--- config.mk ---
export PLATFORM = sky130hd
export DESIGN_NAME = instr_mem_loader
export DESIGN_NICKNAME = d
export VERILOG_FILES = /design/src/rtl/instr_mem_loader.sv
export SDC_FILE = /design/constraint.sdc
export NUM_CORES = 1
export LEC_CHECK = 0
export CAP_MARGIN = 0
export CORE_MARGIN = 2
export CORE_UTILIZATION = 46
export DETAILED_ROUTE_END_ITERATION = 8
export DONT_BUFFER_PORTS = 1
export MAX_ROUTING_LAYER = met4
export PLACE_DENSITY = 0.63
export SLEW_MARGIN = 5
export SYNTH_ARGS = -nofsm -noshare
export SYNTH_HDL_FRONTEND = slang
export SYNTH_SLANG_ARGS = --single-unit
--- constraint.sdc ---
create_clock -name clk -period 5.32 [get_ports clk]
set_clock_uncertainty 0.05 [all_clocks]
set_input_delay 0.798 -clock clk [delete_from_list [all_inputs] [get_ports clk]]
set_output_delay 0.798 -clock clk [all_outputs]
set_load 0.005 [all_outputs]
--- src/rtl/instr_mem_loader.sv ---
// Byte-stream instruction-memory loader: parses a length-prefixed frame, assembles
// big-endian 32-bit words, writes them to consecutive addresses and holds the CPU meanwhile.
module instr_mem_loader #(
  parameter int                ADDR_W      = 32,
  parameter logic [ADDR_W-1:0] BASE_ADDR   = {ADDR_W{1'b0}},
  parameter int                DEPTH_WORDS = 256
) (
  input  logic              clk,
  input  logic              rst_n,
  input  logic              start,
  input  logic              in_valid,
  input  logic [7:0]        in_data,
  output logic              in_ready,
  output logic              imem_we,
  output logic [ADDR_W-1:0] imem_addr,
  output logic [31:0]       imem_wdata,
  output logic              cpu_hold,
  output logic              busy,
  output logic              done,
  output logic              error,
  output logic [15:0]       words_loaded
);

  typedef enum logic [2:0] {
    S_IDLE   = 3'd0,
    S_LEN_HI = 3'd1,
    S_LEN_LO = 3'd2,
    S_DATA   = 3'd3,
    S_CHK    = 3'd4,
    S_DONE   = 3'd5,
    S_ERR    = 3'd6
  } state_e;

  localparam logic [16:0] DEPTH_L = 17'(DEPTH_WORDS);

  state_e            state_q, state_d;
  logic [15:0]       len_q, len_d;
  logic [1:0]        cnt_q, cnt_d;
  logic [31:0]       shift_q, shift_d;
  logic [7:0]        chk_q, chk_d;
  logic [15:0]       wl_q, wl_d;
  logic              we_q, we_d;
  logic [ADDR_W-1:0] addr_q, addr_d;
  logic [31:0]       wdata_q, wdata_d;
  logic              hold_q, hold_d;
  logic              err_q, err_d;

  logic              ready_s;
  logic              xfer_s;
  logic [16:0]       n_ext_s;
  logic [15:0]       wl_inc_s;

  assign ready_s  = (state_q == S_LEN_HI) || (state_q == S_LEN_LO) ||
                    (state_q == S_DATA)   || (state_q == S_CHK);
  assign xfer_s   = in_valid & ready_s;
  assign n_ext_s  = {1'b0, len_q[15:8], in_data};
  assign wl_inc_s = wl_q + 16'd1;

  // State and datapath registers; reset abandons any load in flight.
  always_ff @(posedge clk or negedge rst_n) begin
    if (!rst_n) begin
      state_q <= S_IDLE;
      len_q   <= 16'd0;
      cnt_q   <= 2'd0;
      shift_q <= 32'd0;
      chk_q   <= 8'd0;
      wl_q    <= 16'd0;
      we_q    <= 1'b0;
      addr_q  <= {ADDR_W{1'b0}};
      wdata_q <= 32'd0;
      hold_q  <= 1'b0;
      err_q   <= 1'b0;
    end else begin
      state_q <= state_d;
      len_q   <= len_d;
      cnt_q   <= cnt_d;
      shift_q <= shift_d;
      chk_q   <= chk_d;
      wl_q    <= wl_d;
      we_q    <= we_d;
      addr_q  <= addr_d;
      wdata_q <= wdata_d;
      hold_q  <= hold_d;
      err_q   <= err_d;
    end
  end

  // Next-state and datapath logic for the frame parser.
  always_comb begin
    state_d = state_q;
    len_d   = len_q;
    cnt_d   = cnt_q;
    shift_d = shift_q;
    chk_d   = chk_q;
    wl_d    = wl_q;
    we_d    = 1'b0;
    addr_d  = addr_q;
    wdata_d = wdata_q;
    hold_d  = hold_q;
    err_d   = err_q;
    case (state_q)
      S_IDLE: begin
        if (start) begin
          state_d = S_LEN_HI;
          hold_d  = 1'b1;
          err_d   = 1'b0;
          wl_d    = 16'd0;
          chk_d   = 8'd0;
        end else begin
          state_d = S_IDLE;
        end
      end
      S_LEN_HI: begin
        if (xfer_s) begin
          len_d[15:8] = in_data;
          state_d     = S_LEN_LO;
        end else begin
          state_d = S_LEN_HI;
        end
      end
      S_LEN_LO: begin
        if (xfer_s) begin
          len_d[7:0] = in_data;
          cnt_d      = 2'd0;
          if (n_ext_s > DEPTH_L) begin
            state_d = S_ERR;
            err_d   = 1'b1;
          end else if (n_ext_s == 17'd0) begin
            state_d = S_CHK;
          end else begin
            state_d = S_DATA;
          end
        end else begin
          state_d = S_LEN_LO;
        end
      end
      S_DATA: begin
        if (xfer_s) begin
          shift_d = {shift_q[23:0], in_data};
          chk_d   = chk_q ^ in_data;
          cnt_d   = cnt_q + 2'd1;
          // The write issues on the 4th byte's edge so the byte counter never stalls.
          if (cnt_q == 2'd3) begin
            we_d    = 1'b1;
            wdata_d = {shift_q[23:0], in_data};
            addr_d  = BASE_ADDR + ADDR_W'({wl_q, 2'b00});
            wl_d    = wl_inc_s;
            if (wl_inc_s == len_q) begin
              state_d = S_CHK;
            end else begin
              state_d = S_DATA;
            end
          end else begin
            state_d = S_DATA;
          end
        end else begin
          state_d = S_DATA;
        end
      end
      S_CHK: begin
        if (xfer_s) begin
          if (in_data == chk_q) begin
            state_d = S_DONE;
          end else begin
            state_d = S_ERR;
            err_d   = 1'b1;
          end
        end else begin
          state_d = S_CHK;
        end
      end
      S_DONE: begin
        state_d = S_IDLE;
        hold_d  = 1'b0;
      end
      S_ERR: begin
        state_d = S_IDLE;
        hold_d  = 1'b0;
      end
      default: begin
        state_d = S_IDLE;
        hold_d  = 1'b0;
      end
    endcase
  end

  assign in_ready     = ready_s;
  assign imem_we      = we_q;
  assign imem_addr    = addr_q;
  assign imem_wdata   = wdata_q;
  assign cpu_hold     = hold_q;
  assign busy         = (state_q != S_IDLE);
  assign done         = (state_q == S_DONE) || (state_q == S_ERR);
  assign error        = err_q;
  assign words_loaded = wl_q;

endmodule
==> results by group <==
Synth
  – Syn Inst Count: 633
  – Post-synthesis sequential element count: 120
  – Synth cell types: 56
  – Synth Flop Type: dfrtp_1
  – Sequential element share of the synthesized area: 52.6%
  – Cell area after synthesis: 5710 µm²
  – Warnings, synthesis: 0
  – Post-synth EDFFs: 0
  – Fraction of registers with async set/reset: 100%
  – Mean Syn Cell Area: 9.02 µm²

Critical path
  – Most used cell, CP: nor2_1
  – Endpoint type of the worst setup path: flip-flop
  – Slowest stage delay, CP: 0.90 ns
  – RR Startpoint: state_q[0]$_DFF_PN0_
  – Kind of critical path: reg2reg
  – Cell breakdown of the critical path: and4b_1 -> nand2_2 -> inv_2 -> nand2_1 -> nor2_1 -> nor2_1 -> a31oi_1
  – Crit-path slowest cell: and4b_1
  – Crit path to: words_loaded[14]$_DFFE_PN0P_
  – Worst EP required: 5.60 ns
  – Reg2Reg Depth: 7
  – Crit Path Max Fanout: 57
  – Setup slack, reg-to-reg: 2.24 ns
  – CP startpoint: state_q[0]$_DFF_PN0_
  – Data arrival time of the worst path: 3.37 ns
  – CP Launch Type: flip-flop
  – FF-to-FF End: words_loaded[14]$_DFFE_PN0P_

Timing
  – Unrepaired setup endpoints after global routing: no
  – Setup TNS Final: 0 ns
  – WHS: 0.0324 ns
  – Highest clock rate: 0.324 GHz
  – Final worst-path cycle share: 58.0%
  – Final slew viol count: 0
  – Worst relative slew slack: 21.0%
  – Final worst setup slack: 2.24 ns
  – Final setup violation count: 0
  – Tmin final: 3.08 ns
  – Final hold violation count: 0
  – Worst-Margin Slew: 1.18 ns

Clocking
  – CTS tree: yes
  – CTS root buffer: clkbuf_16
  – Maximum clock insertion buffer count: 2
  – Clock Pin Slew Worst Setup and Hold Paths: 0.06 ns
  – Setup bufs post-CTS: 0
  – TritonCTS buffer count: 17
  – CTS Hold Bufs: 0
  – TritonCTS Sinks: 120
  – CTS H-tree lvls: 4
  – Post-CTS sizing: 0
  – Clock Latency Late Sink: 0.41 ns

Drt
  – Total number of vias: 4258
  – WL met2: 6.23 mm
  – Via density: 5.32
  – Routed Antenna Nets: 0
  – Post-Route M1 WL: 5.72 mm
  – Remaining DRCs: 0
  – Wire per inst: 16.0 µm
  – Routed wl met3: 642 µm
  – Highest metal used: met4
  – Drt pass-1 iters: 4
  – Initial DRC count: 347
  – Routed wire length: 12.8 mm

Layout
  – Share of layout cells above drive strength 1: 9.49%
  – Area of the multi-input gates: 2450 µm²
  – Post-route cell area: 6300 µm²
  – Area growth syn-to-layout: 10.3%
  – Commonest cells after routing, fill and taps aside: nand2_1, dfrtp_1, o21ai_0
  – Post-layout util: 52.2%
  – Most common cell after layout, fill and taps aside: nand2_1
  – Final Net Count: 633
  – Layout fillers: 1109
  – Sequential Area: 3000 µm²
  – ANT cells: 0

Die
  – IO Pins: 98
  – Die area: 13300 µm²
  – Rows: 40
  – CORE AREA: 12100 µm²
  – Die Width: 115 µm
  – Initial Utilization: 47.3%
  – Die Height: 115 µm

Placement
  – Place WS: 2.14 ns
  – Routability cong.: 0.836
  – Dpl cell area: 5710 µm²
  – Port bufs: 0
  – Hpwl dp: 8.13 mm

Global route
  – Initial antenna violation count: 0
  – Vias in the first global route: 4162
  – Total GRT Usage: 21.3%
  – Global route overflow: 0
  – First-pass GRT wire length: 21.3 mm
  – Largest net degree at the start of global routing: 121

Flow run
  – Max-Cap Viols: 0

Power and ir drop
  – Leakage: 3.00 nW
  – Maximum vdd drop: 0.228 mV
  – Pwr/cell area: 547 nW/µm²

Min path
  – Hold Crit Class: in2async

Status
  – Outcome: finished, final reports clean
[layer usage]
layer | vias to the layer above | GRT usage [%]
li1 | 2032 | -
met2 | 109 | 33.9
met1 | 2101 | 26.7
met3 | 16 | 4.97
met5 | - | -
met4 | 0 | 7.63
[power by group]
group,switching [mW],internal (mW)
Combinational,0.377,0.344
Sequential,0.337,1.26
Clock,0.425,0.705
[final cells by class]
class                   instances  share of cell area, %
flip-flops and latches        120                   47.7
multi-input cells             470                   38.9
clock buffers                  19                   7.03
well taps                     168                   3.34
clock inverters                13                   2.34
inverters                       8                  0.477
repair buffers                  2                  0.238
[through the flow]
| stage | cells | power, mW |
|---|---|---|
| 2_1_floorplan | 648 | 2.14 |
| 3_3_place_gp | 768 | 2.29 |
| 3_5_place_dp | 768 | 2.33 |
| 4_1_cts | 800 | 3.48 |
| 5_1_grt | 800 | 3.69 |
| 6_report | 800 | 3.45 |
[state kept, by name, summed over array words and instances (netlist names)]
signal / flops
error: 1
chk_q: 8
imem_we: 1
cnt_q: 2
shift_q: 24
len_q: 16
cpu_hold: 1
imem_wdata: 32
imem_addr: 16
state_q: 3
words_loaded: 16
[logic make-up (layout without fill, tap and decap cells)]
logic type	Yosys count	count (layout)	synth area share, %
adder cells (fa/ha/maj)	2	2	0.438
XOR/XNOR	32	32	5.04
other	1	16	0.0657
AND/OR/NAND/NOR	326	326	25.1
buffers and inverters	58	42	5.50
AO/OA/AOI/OAI	77	77	7.93
multiplexers	17	17	3.33
flip-flops	120	120	52.6
[cells in the mapped netlist (all sizes together) (2+ instances only)]
library cell / number / area share [%]
nand3b: 2 / 0.26
o21ai: 47 / 4.1
xnor2: 18 / 2.9
nand2: 253 / 17
and3: 6 / 0.66
buf: 35 / 4.0
clkbuf: 15 / 0.99
inv: 8 / 0.53
nor4: 9 / 1.5
nand3: 9 / 0.88
a21oi: 6 / 0.53
dfrtp: 120 / 53
o22ai: 3 / 0.33
nand2b: 2 / 0.22
nand4: 8 / 1.1
a31oi: 4 / 0.44
or3: 3 / 0.33
ha: 2 / 0.44
o311ai: 2 / 0.31
nor2b: 4 / 0.44
o31ai: 3 / 0.39
and2: 3 / 0.33
mux2: 16 / 3.2
nor4b: 3 / 0.46
or4: 2 / 0.33
nor3: 6 / 0.61
o22a: 3 / 0.46
xor2: 14 / 2.1
nor2: 13 / 0.85
[worst min-delay path by stage]
stage / end / cells after the start / slack, ns
finish: imem_we$_DFF_PN0_ / 0 / 0.03
global route: words_loaded[6]$_DFFE_PN0P_ / 0 / 0.01
detailed placement: shift_q[16]$_DFFE_PN0P_ / 2 / 0.41
global placement: shift_q[20]$_DFFE_PN0P_ / 2 / 0.41
floorplan: imem_wdata[24]$_DFFE_PN0P_ / 2 / 0.39
CTS: imem_wdata[27]$_DFFE_PN0P_ / 0 / 0.01
[critical path: cells and delay by family (launching register included)]
| kind | cells | cell delay [ns] |
|---|---|---|
| AO/OA/AOI/OAI | 1 | 0.14 |
| flip-flops | 1 | 0.64 |
| buffers and inverters | 1 | 0.72 |
| AND/OR/NAND/NOR | 5 | 1.40 |
Power figures use the tool's default switching activity.
